<file path="config.mk">
export PLATFORM = sky130hd
export DESIGN_NAME = mem_arbiter
export DESIGN_NICKNAME = d
export VERILOG_FILES = /design/src/rtl/mem_arbiter.sv
export SDC_FILE = /design/constraint.sdc
export NUM_CORES = 1
export LEC_CHECK = 0
export ABC_AREA = 0
export CAP_MARGIN = 25
export CORE_MARGIN = 2
export CORE_UTILIZATION = 35
export CTS_BUF_LIST = sky130_fd_sc_hd__clkbuf_16
export DETAILED_ROUTE_END_ITERATION = 10
export GPL_ROUTABILITY_DRIVEN = 0
export PLACE_DENSITY = 0.84
export SKIP_LAST_GASP = 1
export SLEW_MARGIN = 10
export SYNTH_ARGS = -nofsm -noshare
export SYNTH_HDL_FRONTEND = slang
export SYNTH_SLANG_ARGS = --single-unit
</file>
<file path="constraint.sdc">
create_clock -name clk -period 2.5 [get_ports clk]
set_clock_uncertainty 0.2 [all_clocks]
set_input_delay 0.375 -clock clk [delete_from_list [all_inputs] [get_ports clk]]
set_output_delay 0.375 -clock clk [all_outputs]
set_load 0.01 [all_outputs]
</file>
<file path="src/rtl/mem_arbiter.sv">
// rtl/mem_arbiter.sv - single-port memory arbiter for fetch and data requesters
module mem_arbiter #(
    parameter int ADDR_WIDTH     = 32,
    parameter int DATA_WIDTH     = 32,
    parameter int MAX_DATA_BURST = 4,
    parameter int TIMEOUT        = 16
) (
    input  logic                    clk,
    input  logic                    rst,
    input  logic                    if_req,
    input  logic [ADDR_WIDTH-1:0]   if_addr,
    output logic                    if_gnt,
    output logic                    if_valid,
    output logic [DATA_WIDTH-1:0]   if_rdata,
    output logic                    if_err,
    input  logic                    d_req,
    input  logic                    d_we,
    input  logic [ADDR_WIDTH-1:0]   d_addr,
    input  logic [DATA_WIDTH-1:0]   d_wdata,
    input  logic [DATA_WIDTH/8-1:0] d_be,
    output logic                    d_gnt,
    output logic                    d_valid,
    output logic [DATA_WIDTH-1:0]   d_rdata,
    output logic                    d_err,
    output logic                    mem_req,
    output logic                    mem_we,
    output logic [ADDR_WIDTH-1:0]   mem_addr,
    output logic [DATA_WIDTH-1:0]   mem_wdata,
    output logic [DATA_WIDTH/8-1:0] mem_be,
    input  logic                    mem_ready,
    input  logic [DATA_WIDTH-1:0]   mem_rdata
);
    localparam int BE_W = DATA_WIDTH / 8;
    localparam int CW   = $clog2(TIMEOUT) + 1;
    localparam int BW   = $clog2(MAX_DATA_BURST + 1);

    typedef enum logic [1:0] {S_IDLE, S_IF_BUSY, S_D_BUSY} state_t;

    state_t                state_q, state_d;
    logic [CW-1:0]         tmo_q, tmo_d;
    logic [BW-1:0]         burst_q, burst_d;
    logic                  mem_we_q, mem_we_d;
    logic [ADDR_WIDTH-1:0] mem_addr_q, mem_addr_d;
    logic [DATA_WIDTH-1:0] mem_wdata_q, mem_wdata_d;
    logic [BE_W-1:0]       mem_be_q, mem_be_d;
    logic                  if_valid_q, if_valid_d, if_err_q, if_err_d;
    logic [DATA_WIDTH-1:0] if_rdata_q, if_rdata_d;
    logic                  d_valid_q, d_valid_d, d_err_q, d_err_d;
    logic [DATA_WIDTH-1:0] d_rdata_q, d_rdata_d;
    logic                  pick_d, pick_if, d_gnt_c, if_gnt_c;

    always_comb begin
        state_d     = state_q;
        tmo_d       = tmo_q;
        burst_d     = burst_q;
        mem_we_d    = mem_we_q;
        mem_addr_d  = mem_addr_q;
        mem_wdata_d = mem_wdata_q;
        mem_be_d    = mem_be_q;
        if_valid_d  = 1'b0;
        if_err_d    = 1'b0;
        if_rdata_d  = '0;
        d_valid_d   = 1'b0;
        d_err_d     = 1'b0;
        d_rdata_d   = '0;
        pick_d      = 1'b0;
        pick_if     = 1'b0;
        d_gnt_c     = 1'b0;
        if_gnt_c    = 1'b0;
        case (state_q)
            S_IDLE: begin
                tmo_d   = '0;
                pick_d  = d_req && !(if_req && burst_q == BW'(MAX_DATA_BURST));
                pick_if = if_req && !pick_d;
                // A port whose response is on the bus this cycle is not granted again.
                d_gnt_c  = pick_d && !d_valid_q && rst;
                if_gnt_c = pick_if && !if_valid_q && rst;
                if (d_gnt_c) begin
                    mem_we_d    = d_we;
                    mem_addr_d  = d_addr;
                    mem_wdata_d = d_wdata;
                    mem_be_d    = d_be;
                    state_d     = S_D_BUSY;
                    if (!if_req)
                        burst_d = '0;
                    else if (burst_q != BW'(MAX_DATA_BURST))
                        burst_d = burst_q + BW'(1);
                end else if (if_gnt_c) begin
                    mem_we_d    = 1'b0;
                    mem_addr_d  = if_addr;
                    mem_wdata_d = '0;
                    mem_be_d    = '1;
                    state_d     = S_IF_BUSY;
                    burst_d     = '0;
                end
            end
            S_IF_BUSY, S_D_BUSY: begin
                if (mem_ready) begin
                    state_d = S_IDLE;
                    if (state_q == S_IF_BUSY) begin
                        if_valid_d = 1'b1;
                        if_rdata_d = mem_rdata;
                    end else begin
                        d_valid_d = 1'b1;
                        d_rdata_d = mem_we_q ? '0 : mem_rdata;
                    end
                end else if (tmo_q == CW'(TIMEOUT - 1)) begin
                    state_d = S_IDLE;
                    if (state_q == S_IF_BUSY) begin
                        if_valid_d = 1'b1;
                        if_err_d   = 1'b1;
                    end else begin
                        d_valid_d = 1'b1;
                        d_err_d   = 1'b1;
                    end
                end else begin
                    tmo_d = tmo_q + CW'(1);
                end
            end
            default: state_d = S_IDLE;
        endcase
    end

    always_ff @(posedge clk or negedge rst) begin
        if (!rst) begin
            state_q     <= S_IDLE;
            tmo_q       <= '0;
            burst_q     <= '0;
            mem_we_q    <= 1'b0;
            mem_addr_q  <= '0;
            mem_wdata_q <= '0;
            mem_be_q    <= '0;
            if_valid_q  <= 1'b0;
            if_err_q    <= 1'b0;
            if_rdata_q  <= '0;
            d_valid_q   <= 1'b0;
            d_err_q     <= 1'b0;
            d_rdata_q   <= '0;
        end else begin
            state_q     <= state_d;
            tmo_q       <= tmo_d;
            burst_q     <= burst_d;
            mem_we_q    <= mem_we_d;
            mem_addr_q  <= mem_addr_d;
            mem_wdata_q <= mem_wdata_d;
            mem_be_q    <= mem_be_d;
            if_valid_q  <= if_valid_d;
            if_err_q    <= if_err_d;
            if_rdata_q  <= if_rdata_d;
            d_valid_q   <= d_valid_d;
            d_err_q     <= d_err_d;
            d_rdata_q   <= d_rdata_d;
        end
    end

    assign if_gnt    = if_gnt_c;
    assign d_gnt     = d_gnt_c;
    assign if_valid  = if_valid_q;
    assign if_err    = if_err_q;
    assign if_rdata  = if_rdata_q;
    assign d_valid   = d_valid_q;
    assign d_err     = d_err_q;
    assign d_rdata   = d_rdata_q;
    assign mem_req   = (state_q != S_IDLE);
    assign mem_we    = mem_we_q;
    assign mem_addr  = mem_addr_q;
    assign mem_wdata = mem_wdata_q;
    assign mem_be    = mem_be_q;
endmodule

</file>
==> results of run 1 <==
-- routing by layer --
| metal | track usage, % | vias to the layer above | share of wire (%) |
|---|---|---|---|
| met5 | 0 | - | 0 |
| li1 | - | 2072 | - |
| met4 | 7.86 | 0 | 2.3 |
| met3 | 10.0 | 23 | 12 |
| met1 | 21.9 | 2187 | 37 |
| met2 | 32.3 | 216 | 48 |
-- layout by cell type, fill, tap and decap left out, drive strengths merged, types with 2 or more instances in the layout --
master           n
dlygate4sd3      2
and2             2
xor2             2
clkdlybuf4s50  274
inv             12
nand2           41
bufinv           3
o21ai            7
o22a             4
buf             15
a22o            32
clkbuf          17
nand3            5
nand2b          33
o221a           32
dfrtp          147
mux2i            2
and3             3
clkinv           7
nor2            70
ha               6
-- worst register-to-register path, stage by stage, from the launching register on --
cell     delay [ps]
dfrtp_1         410
ha_1            220
and3_1          190
ha_1            240
nor3b_2         340
nand4_1         150
xor2_1          140
nor2_1           50
-- cells by family (layout without fill, tap and decap cells) --
group           count (synthesis)  count (layout)  synth area share, %
simple gates                  162             162                 13.9
compound gates                 81              81                 14.0
fa+ha+maj                       6               6                 1.37
xor+xnor                        2               2                0.319
flops                         147             147                 67.0
mux                             2               2                0.365
buf+inv                        35             333                 3.08
-- report_power, final --
group,internal (mW),total (mW),switching (mW)
Combinational,2.15,3.96,1.81
Sequential,3.08,3.44,0.368
Clock,1.56,2.56,1.00
-- cell type report --
| cell class | instances | area (µm²) | area share, % |
|---|---|---|---|
| timing repair buffer | 293 | 2950 | 32.1 |
| inverter | 9 | 33.8 | 0.369 |
| clock inverter | 14 | 159 | 1.73 |
| sequential | 147 | 3680 | 40.1 |
| tap | 211 | 264 | 2.88 |
| clock buffer | 17 | 425 | 4.64 |
| multi-input combinational | 253 | 1660 | 18.1 |
-- path summary, 6_finish.rpt --
path                            start         end  slack, ps  cells past startpoint
hold reg to reg             mem_be[3]   mem_be[3]        290                      1
setup reg to reg             tmo_q[0]    tmo_q[3]        440                      7
setup / recovery           state_q[0]     mem_req        100                      4
min in group clk            mem_be[3]   mem_be[3]        290                      1
max in group asynchronous         rst  state_q[0]       1000                      4
hold / removal                    rst    tmo_q[1]        270                      3
-- registers in the layout (all words and copies together) (netlist names) --
name	flops
burst_q	3
d_err	1
d_rdata	32
d_valid	1
if_err	1
if_rdata	32
if_valid	1
mem_addr	32
mem_be	4
mem_wdata	32
mem_we	1
state_q	2
tmo_q	5
-- stage by stage --
step / instance area, µm² / hold slack (ps) / instances
3_5_place_dp: 8520 / 214 / 910
6_report: 9170 / 268 / 944
5_1_grt: 9170 / 284 / 944
3_3_place_gp: 8520 / 213 / 910
2_1_floorplan: 5490 / -121 / 435
4_1_cts: 9130 / 42.2 / 942
-- repair_timing --
action / 4_1_cts / 5_1_grt
setup endpoints to repair: 3 / 1
endpoints found under the hold margin: 28 / 16
hold buffers: 1 / 1
resized for setup: 3 / 1
==> out/qor.txt, run 1 <==
clk slew on worst S/H paths: 60 ps
final setup TNS: 0 ps
Avg Cell Area, Syn: 12.6 µm²
Hold Vio Cnt, Final: 0
Placement Rows: 45
number of flops mapped to enable cells by yosys: 0
Post-Syn Nets: 579
DR vias/cell: 4.76
Die X: 129 µm
CORE AREA: 0.0153 mm²
Worst Path Buf+Inv: 3
Worst-Margin Slew: 549 ps
number of diodes: 0
initial DRC count: 168
htree depth: 4
RSZ-0062 raised after global routing: false
count of state elements after synthesis: 147
worst hold path class: in -> async
full die area: 0.0167 mm²
fin crit period: 2400 ps
most common cell in the netlist: dfrtp_1
Pleak: 3.95 nW
CTS tree: built
Synth Warn #: 0
Max Slew Vio Count: 0
share of layout cells above drive strength 1: 11.5%
DRC: 0
Post-synth top cells: dfrtp_1 (147), nor2_1 (70), nand2_1 (40)
GRT Residual Overflow: 0
final worst slack: 96.8 ps
Netlist Area Pre-Place: 0.00549 mm²
final setup violation count: 0
worst slack, placed: 40.3 ps
Synth async-reset ratio: 100%
maxcap violations: 0
Critical Path RT: 1920 ps
Synth Instances: 435
status: completed
Starting Density: 36.0%
Crit path max-delay family: buffers and inverters
worst-path cell chain: inv_1 > ha_4 > inv_2 > clkdlybuf4s50_1
All-Layer GR Usage: 19.7%
Layout Utilization: 60.1%
ys flop type: dfrtp_1
CP Launch Type: flip-flop
worst-path fanout max: 6
Num CTS Buffers: 17
Die Ht: 129 µm
first-pass GRT wire length: 25100 µm
Arrival @ worst endpoint: 1830 ps
CP Capture Type: primary output
pin count of the biggest net entering global routing: 78
share of the synthesized area in the top cell type: 67.0%
Longest Clk Path Bufs: 2
post-CTS setup buffers: 0
WS Path Type: reg -> out
worst rel slew slack: 63.4%
Root Buffer: clkbuf_16
ANT nets after route: 0
pwr dens: 1090 mW/mm²
number of global-route vias before repair: 4732
Detail Placement HPWL: 11400 µm
overall routed net length: 16300 µm
fmax: 0.416 GHz
# IOs: 278
register area share after synthesis: 67.0%
initial antenna violation count: 0
average wire per standard cell: 17.3 µm
Max IR drop VDD: 0.621 mV
IO Port Bufs: 277
Filler cells: 1193
Synth area leaders: dfrtp_1 (67%), o221a_2 (5.9%), a22o_1 (5.1%), nor2_1 (4.8%), nand2b_1 (3.8%)
area grow syn2layout: 67.0%
clock sinks: 147
Worst path max stage delay: 630 ps
via count: 4498
post-synth top area cell: dfrtp_1
Skew-Pair Late Insertion Delay: 410 ps
Tcrit/Tclk final: 96.1%
DR pass1 iterations: 4
Final nets: 865
power consumption: 9.96 mW
highest-delay cell along the critical path: clkdlybuf4s50_1
Yosys cell types: 39
Note: power is estimated with default switching activity, not from simulation.
==> inputs of run 2 (changes only) <==
--- a/config.mk
+++ b/config.mk
@@ -10,9 +10,11 @@
 export CORE_MARGIN = 2
 export CORE_UTILIZATION = 35
 export CTS_BUF_LIST = sky130_fd_sc_hd__clkbuf_16
+export CTS_CLUSTER_SIZE = 40
 export DETAILED_ROUTE_END_ITERATION = 10
+export DONT_BUFFER_PORTS = 1
 export GPL_ROUTABILITY_DRIVEN = 0
-export PLACE_DENSITY = 0.84
+export PLACE_DENSITY = 0.61
 export SKIP_LAST_GASP = 1
 export SLEW_MARGIN = 10
 export SYNTH_ARGS = -nofsm -noshare
==> run 2 against run 1 <==
Against the previous run:
- the run now ends with hold timing left
- register-to-register slack got worse by 70 ps
- total power fell by 15%
- clock power barely moved
- worst setup slack improved by 70 ps
- global-route usage fell by 2.6 points
- fmax rose by 3.0%
- die area did not move
- via count fell by 14%
- sequential share of layout area rose by 9.9 points
- sequential cell count did not move
- largest power group is now sequential cells
==> out/qor.txt, run 2 (synthesis results as in run 1) <==
Skew-Pair Late Insertion Delay: 420 ps
number of global-route vias before repair: 4106
CTS tree: built
Layout Utilization: 48.2%
initial antenna violation count: 0
Placement Rows: 45
Logic pwr share: 24.1%
clock sinks: 147
All-Layer GR Usage: 17.1%
Final nets: 684
number of diodes: 0
switch share: 36.2%
Cell Area, Placed: 0.00570 mm²
Num CTS Buffers: 17
internal cell power: 5.43 mW
first-pass GRT wire length: 21500 µm
Arrival @ worst endpoint: 1760 ps
full die area: 0.0167 mm²
final setup TNS: 0 ps
overall routed net length: 14600 µm
failing checks: hold timing
register area: 0.00368 mm²
Filler cells: 1273
fmax: 0.429 GHz
Max Slew Vio Count: 0
worst hold path class: in -> async
commonest non-fill, non-tap cells in the layout: dfrtp_1 (147), dlygate4sd3_1 (104), nor2_1 (70)
Die Ht: 129 µm
DR pass1 iterations: 4
Starting Density: 36.0%
Worst-Margin Slew: 444 ps
RSZ-0062 raised after global routing: false
maxcap violations: 0
area grow syn2layout: 33.9%
worst-path fanout max: 33
Die X: 129 µm
WHS: -560 ps
worst rel slew slack: 70.4%
WS Path Type: reg -> out
# IOs: 278
Hold Vio Cnt, Final: 147
GRT Residual Overflow: 0
Tcrit/Tclk final: 93.3%
status: complete, but fails checks
power consumption: 8.51 mW
Root Buffer: clkbuf_16
Critical Path RT: 1920 ps
post-route design area: 0.00735 mm²
via count: 3860
pwr dens: 1160 mW/mm²
most common cell after layout, fill and taps aside: dfrtp_1
Sequential Power Share: 45.9%
clk slew on worst S/H paths: 70 ps
fin crit period: 2330 ps
share of layout cells above drive strength 1: 14.6%
IO Port Bufs: 0
DRC: 0
average wire per standard cell: 19.1 µm
Max IR drop VDD: 0.497 mV
CP Capture Type: primary output
Detail Placement HPWL: 8950 µm
Longest Clk Path Bufs: 2
CORE AREA: 0.0153 mm²
initial DRC count: 151
Psw: 3.08 mW
clock share of power: 30.0%
# hold bufs at CTS: 104
pin count of the biggest net entering global routing: 150
CP Launch Type: flip-flop
Pleak: 3.26 nW
htree depth: 4
DR vias/cell: 5.05
final setup violation count: 0
area of the multi-input gates: 0.00165 mm²
ANT nets after route: 0
==> run 2: cell types whose count changed in the layout (fill, tap and decap cells not counted), moves of 2 or more <==
cell and change:
clkdlybuf4s50_1 -274, inv_8 +4, buf_4 -4, dlygate4sd3_1 +102, clkinv_1 -3, clkinv_8 +3
clkinv_2 -3, bufinv_16 -2
==> run 2: path summary, 6_finish.rpt <==
kind,cells after the start,from,slack (ps),to
max,5,state_q[1],170,if_gnt
min,0,rst,-560,if_rdata[19]
max reg2reg,7,tmo_q[0],370,tmo_q[3]
min reg2reg,2,tmo_q[4],320,tmo_q[4]
max in group asynchronous,0,rst,2430,mem_addr[31]
min in group clk,2,if_addr[6],20,mem_addr[6]
==> run 2: power groups by stage <==
stage                     Combinational [mW]  Clock (mW)  Sequential [mW]
after CTS                               2.02        2.63             3.89
after detailed placement                1.87           0             3.92
after global placement                  1.80           0             3.93
after global routing                    2.26        2.74             3.98
after floorplan                         1.53           0             3.75
final                                   2.05        2.56             3.90
==> run 2: final cells by class <==
type | instances | area share [%]
Sequential cell | 147 | 50.1
Multi-Input combinational cell | 253 | 22.5
Timing Repair Buffer | 112 | 15.2
Clock buffer | 17 | 5.79
Tap cell | 211 | 3.59
Clock inverter | 15 | 2.49
Inverter | 9 | 0.460
==> run 2: per-stage QoR <==
stage,std cells,worst slack [ps]
floorplan,435,607
detailed placement,628,383
global placement,628,478
finish,764,167
global route,764,36.7
CTS,764,28.8
==> run 2: worst max-delay path: stages (launching register included) <==
cell and delay, ps:
dfrtp_1 380, inv_1 100, ha_2 280, inv_2 130
nor3_4 230, buf_12 220
==> run 2: per-layer routing <==
| metal | share of wire [%] | global-route usage (%) | wire length, µm |
|---|---|---|---|
| met5 | 0 | 0 | 0 |
| met4 | 1.3 | 7.10 | 197 |
| met3 | 12 | 8.75 | 1750 |
| met2 | 49 | 28.9 | 7190 |
| met1 | 38 | 18.0 | 5480 |
==> run 2: timing repair <==
action,CTS,global route
endpoints found under the setup margin,0,1
hold endpoints to repair,287,147
buffers inserted,0,0
resized for setup,0,1
==> inputs of run 3 (changes only) <==
--- a/config.mk
+++ b/config.mk
@@ -6,6 +6,7 @@
 export NUM_CORES = 1
 export LEC_CHECK = 0
 export ABC_AREA = 0
+export ABC_CLOCK_PERIOD_IN_PS = 2500
 export CAP_MARGIN = 25
 export CORE_MARGIN = 2
 export CORE_UTILIZATION = 35
==> results of run 3 <==
No change in the layout: final DEF, timing and power equal those of run 2.
==> edit 1: new RTL, settings of run 2 <==
Encoding of `state_t`: now one-hot (3 bits for 3 states).
--- a/src/rtl/mem_arbiter.sv
+++ b/src/rtl/mem_arbiter.sv
@@ -34,7 +34,7 @@
     localparam int CW   = $clog2(TIMEOUT) + 1;
     localparam int BW   = $clog2(MAX_DATA_BURST + 1);
 
-    typedef enum logic [1:0] {S_IDLE, S_IF_BUSY, S_D_BUSY} state_t;
+    typedef enum logic [2:0] {S_IDLE = 3'b001, S_IF_BUSY = 3'b010, S_D_BUSY = 3'b100} state_t;
 
     state_t                state_q, state_d;
     logic [CW-1:0]         tmo_q, tmo_d;
Check against the original RTL: same outputs for any inputs over 4 cycles, from zero or initial values and one cycle with rst low; so few cycles prove little.
==> edit 1 against run 2 <==
  * The run still ends with negative hold slack left
  * Core utilization rose by 0.92 points
  * Sequential cell count grew 1
  * Worst setup slack got worse by 0.046 ns
  * First-iteration DRC count increased by 14%
  * Design area grew 2.3%
  * Area after synthesis rose by 0.36%
  * Sequential power down 4%
  * Power shrank 12%
  * Wire length shrank 2.0%
  * Critical path depth is 1 lower
  * Count of clock-buffer cells in the layout stayed put
  * Largest power group unchanged
==> edit 1: results (changes against run 2) <==
Parameter                              Value

Run status
  Outcome ... complete, but fails checks
  Violations in the final reports ... negative hold slack

Logic synthesis
  Net count after synthesis ... 548 (-5.4%)
  Number of instances in the synthesized netlist ... 406 (-6.7%)
  Number of different library cells in the post-synthesis netlist ... 35 (-10%)

Global routing
  Met3 routing resource usage after global routing ... 0.07143 (-0.01610)
  Met1 usage ... 0.1844 (+0.004191)
  Tot GR Track Use ... 0.1662 (-0.004698)
  Via count of the first global-routing pass ... 3943 (-4.0%)

Setup path
  Reg2Reg Setup Slack ... 0.14 ns (-0.23 ns)
  Maximum fanout encountered on the critical timing path ... 18 (-45%)
  Critical path startpoint ... state_q[0]$_DFFE_PN1P_
  Critical path arrival ... 1.80 ns (+0.04 ns)
  Reg2Reg Launch Point ... burst_q[0]$_DFFE_PN0P_
  Delay of the slowest cell on the worst path ... 0.58 ns (+0.20 ns)

Final layout
  Number of nets in the final layout ... 667 (-2.5%)
  Fillers ... 1321 (+3.8%)
  Non-clock buffering overhead in the final layout ... 0.1731 (+0.02159)
  Number of non-clock buffers ... 129 (+15%)
  Count of multi-input gates ... 224 (-11%)
  Clock network share of area ... 0.07540 (-0.007338)
  Number of flip-flops and latches ... 148 (+0.68%)
  Fraction of final layout cells sized beyond drive strength 1 ... 0.1171 (-0.02937)
  Multi-input logic portion of the cell area ... 0.2205 (-0.004179)

Clocking
  Total of hold buffers inserted after clock tree synthesis ... 113 (+8.7%)
  Number of gates resized after cts ... 3 (+3)

Floorplanning
  Placeable core region ... 15310 um^2 (+0.37%)

Timing
  Worst slew margin ... 0.7571 (+0.05289)
  Worst hold-check slack ... -0.5461 ns (+0.01390 ns)
  Count of endpoints failing hold in the final timing report ... 148 (+0.68%)

Routing
  Met2 wire len ... 7302 um (+1.6%)
  Metal3 WL ... 1198 um (-32%)
  Average routed wire per standard cell ... 19.13 um (about the same)
  Wirelength, routed ... 14330 um (-2.0%)
  Initial drt markers ... 172 (+14%)

Placed design
  Placed instance area ... 5724 um^2 (+0.46%)
  Number of placed instances, taps included ... 599 (-4.6%)
  Detailed placement HPWL ... 8687 um (-3.0%)

Pwr
  Sequential group share of total power ... 0.500 (+0.041)
  Leakage power ... 3.403 nW (+4.3%)
  Internal power ... 5.201 mW (-4.2%)
  Sequential power ... 3.75 mW (-4%)
  Part of the power in combinational logic ... 0.178 (-0.063)
## edit 1: changes by cell type in the layout (fill, tap and decap cells not counted), sizes merged, moves of 30 or more
cell     delta
a2bb2oi    +32
and2       +62
nand2      -30
nand2b     -30
nor2       -56
o221a      -32
o22ai      +31
## edit 1: how the worst max path moves through the flow
stage / end / slack, ns
after detailed placement: state_q[1]$_DFFE_PN0P_ / 0.33
after global placement: if_gnt / 0.38
final: d_gnt / 0.12
after global routing: d_gnt / -0.02
after CTS: d_gnt / 0.004
after floorplan: state_q[1]$_DFFE_PN0P_ / 0.31
## edit 1: cell families (layout without fill, tap and decap cells)
logic type | after synthesis | in the layout | synth area share
AOI/OAI and AO/OA | 110 | 110 | 0.1673
xor gates and xnor gates | 3 | 3 | 0.004769
adders and majority gates | 4 | 4 | 0.009083
buffers and inverters | 34 | 166 | 0.03428
DFF | 148 | 148 | 0.6723
muxes | 3 | 3 | 0.005450
and+or+nand+nor | 104 | 104 | 0.1067
==> edit 2: new RTL, config.mk and constraints of run 2 <==
Without the edit above. Change the parameter `DATA_WIDTH` from 32 to 16.
--- a/src/rtl/mem_arbiter.sv
+++ b/src/rtl/mem_arbiter.sv
@@ -1,7 +1,7 @@
 // rtl/mem_arbiter.sv - single-port memory arbiter for fetch and data requesters
 module mem_arbiter #(
     parameter int ADDR_WIDTH     = 32,
-    parameter int DATA_WIDTH     = 32,
+    parameter int DATA_WIDTH     = 16,
     parameter int MAX_DATA_BURST = 4,
     parameter int TIMEOUT        = 16
 ) (
Interface: changed (7 resized); port bits go from 278 to 194. No check against the original RTL was run, so the function may have changed too.
==> edit 2 against run 2 <==
  * The run still ends with negative hold slack left
  * Register-to-register slack lost 0.07 ns
  * Worst setup slack lost 0.049 ns
  * Sequential power is 30% lower
  * Power down 32%
  * Non-clock buffer count decreased by 62
  * Wire length is 37% lower
  * First-iteration DRC count grew 8.6%
  * Largest power group unchanged
  * Sequential cell count down 50
  * Global-route usage fell by 1.4 points
  * Design area down 37%
  * Critical endpoint unchanged
  * Highest routed layer unchanged
  * Sequential share of layout area grew 2.4 points
  * Area after synthesis is 31% lower
==> edit 2: results (changes against run 2) <==
Parameter                              Value

Timing
  Worst slew margin ... 0.6072 (-0.09704)
  Count of endpoints failing hold in the final timing report ... 97 (-34%)
  Worst hold-check slack ... -0.4720 ns (+0.08805 ns)

Global routing
  Tot GR Track Use ... 0.1565 (-0.01430)
  Global-route wire length before repair ... 13790 um (-36%)

Clocking
  Deepest level of the CTS H-tree ... 3 (-1)
  Worst-skew pair later-pin latency ... 0.33 ns (-0.09 ns)
  Total of hold buffers inserted after clock tree synthesis ... 36 (-65%)

Routing
  Average routed wire per standard cell ... 18.64 um (-2.6%)
  Vias per inst ... 5.352 (+5.9%)
  Met1 wire length ... 3645 um (-34%)
  Wirelength, routed ... 9227 um (-37%)

Logic synthesis
  Arithmetic-cell share of the synthesized area counting full adders, half adders and majority gates ... 0.01992 (+0.006247)
  Fraction of synthesized cell area in xor and xnor cells ... 0.004648 (+0.001458)
  Top cell types by occurrence after synthesis ... sky130_fd_sc_hd__dfrtp_1 (97), sky130_fd_sc_hd__nor2_1 (40), sky130_fd_sc_hd__o22ai_1 (33)
  Synthesized-area fraction occupied by ao, oa, aoi and oai cells ... 0.1982 (+0.05828)
  Ranking of synthesized cells by area ... sky130_fd_sc_hd__dfrtp_1 (64%), sky130_fd_sc_hd__a2bb2oi_1 (7.2%), sky130_fd_sc_hd__o22ai_1 (5.5%)
  Sequential element share of the synthesized area ... 0.6441 (-0.02592)

Final layout
  Fraction of final layout cells sized beyond drive strength 1 ... 0.09192 (-0.05455)
  Non-Clock Inverter Count ... 8 (-1)
  Layout clock buffers ... 9 (-8)

Setup path
  Kind of cell adding the most delay to the critical path ... compound AO/OA/AOI/OAI gates
  Delay of the slowest cell on the worst path ... 0.45 ns (+0.07 ns)
  Reg2Reg Setup Slack ... 0.30 ns (-0.07 ns)
  Maximum fanout encountered on the critical timing path ... 18 (-45%)
  Reg2Reg Launch Point ... burst_q[0]$_DFFE_PN0P_

Run status
  Outcome ... complete, but fails checks
  Violations in the final reports ... negative hold slack

Pwr
  Power dissipated by switching net loads ... 2.073 mW (-33%)
  Part of the power in combinational logic ... 0.274 (+0.033)
  Sequential power ... 2.72 mW (-30%)
  Leakage power ... 2.073 nW (-36%)
## edit 2: cell types whose count changed after synthesis, sizes merged, moves of 9 or more
cell,run 2,this run
nand2,41,27
a2bb2oi,0,32
dfrtp,147,97
o22ai,1,33
o221a,32,0
nor2,70,40
buf,20,11
nand2b,33,2
a22o,32,17
## edit 2: through the flow
stage	worst slack (ns)	area (um^2)	util	total power, mW
2_1_floorplan	0.3938	3769	-	3.833
3_3_place_gp	0.3289	3940	0.3799	4.240
3_5_place_dp	0.2773	3940	0.3799	4.285
4_1_cts	0.02743	4624	0.4459	5.843
5_1_grt	0.02731	4632	0.4467	6.168
6_report	0.1178	4632	0.4467	5.790
## edit 2: cell families (layout without fill, tap and decap cells)
| logic type | after synthesis | count (layout) |
|---|---|---|
| buffers and inverters | 30 | 74 |
| DFF | 97 | 97 |
| AOI/OAI and AO/OA | 97 | 97 |
| muxes | 2 | 2 |
| adders and majority gates | 6 | 6 |
| xor gates and xnor gates | 2 | 2 |
| and+or+nand+nor | 81 | 81 |
## edit 2: final timing paths
kind / end / depth (start not counted)
setup reg to reg: mem_addr[1]$_DFFE_PN0P_ / 7
max in group asynchronous: mem_addr[12]$_DFFE_PN0P_ / 0
hold reg to reg: tmo_q[4]$_DFFE_PN0P_ / 2
min in group clk: mem_addr[30]$_DFFE_PN0P_ / 2
hold / removal: mem_wdata[0]$_DFFE_PN0P_ / 0
setup / recovery: if_gnt / 6
## edit 2: what timing repair did
| action | CTS | global route |
|---|---|---|
| endpoints found under the hold margin | 151 | 97 |
| setup endpoints to repair | 1 | 2 |
| gates resized for setup | 1 | 2 |
| pin swaps | 0 | 0 |
## edit 2: routing by layer
layer  vias up  track usage
li1       1212            -
met2       152       0.2583
met4         0      0.06502
met5         -            0
met1      1273       0.1772
met3        12      0.06780
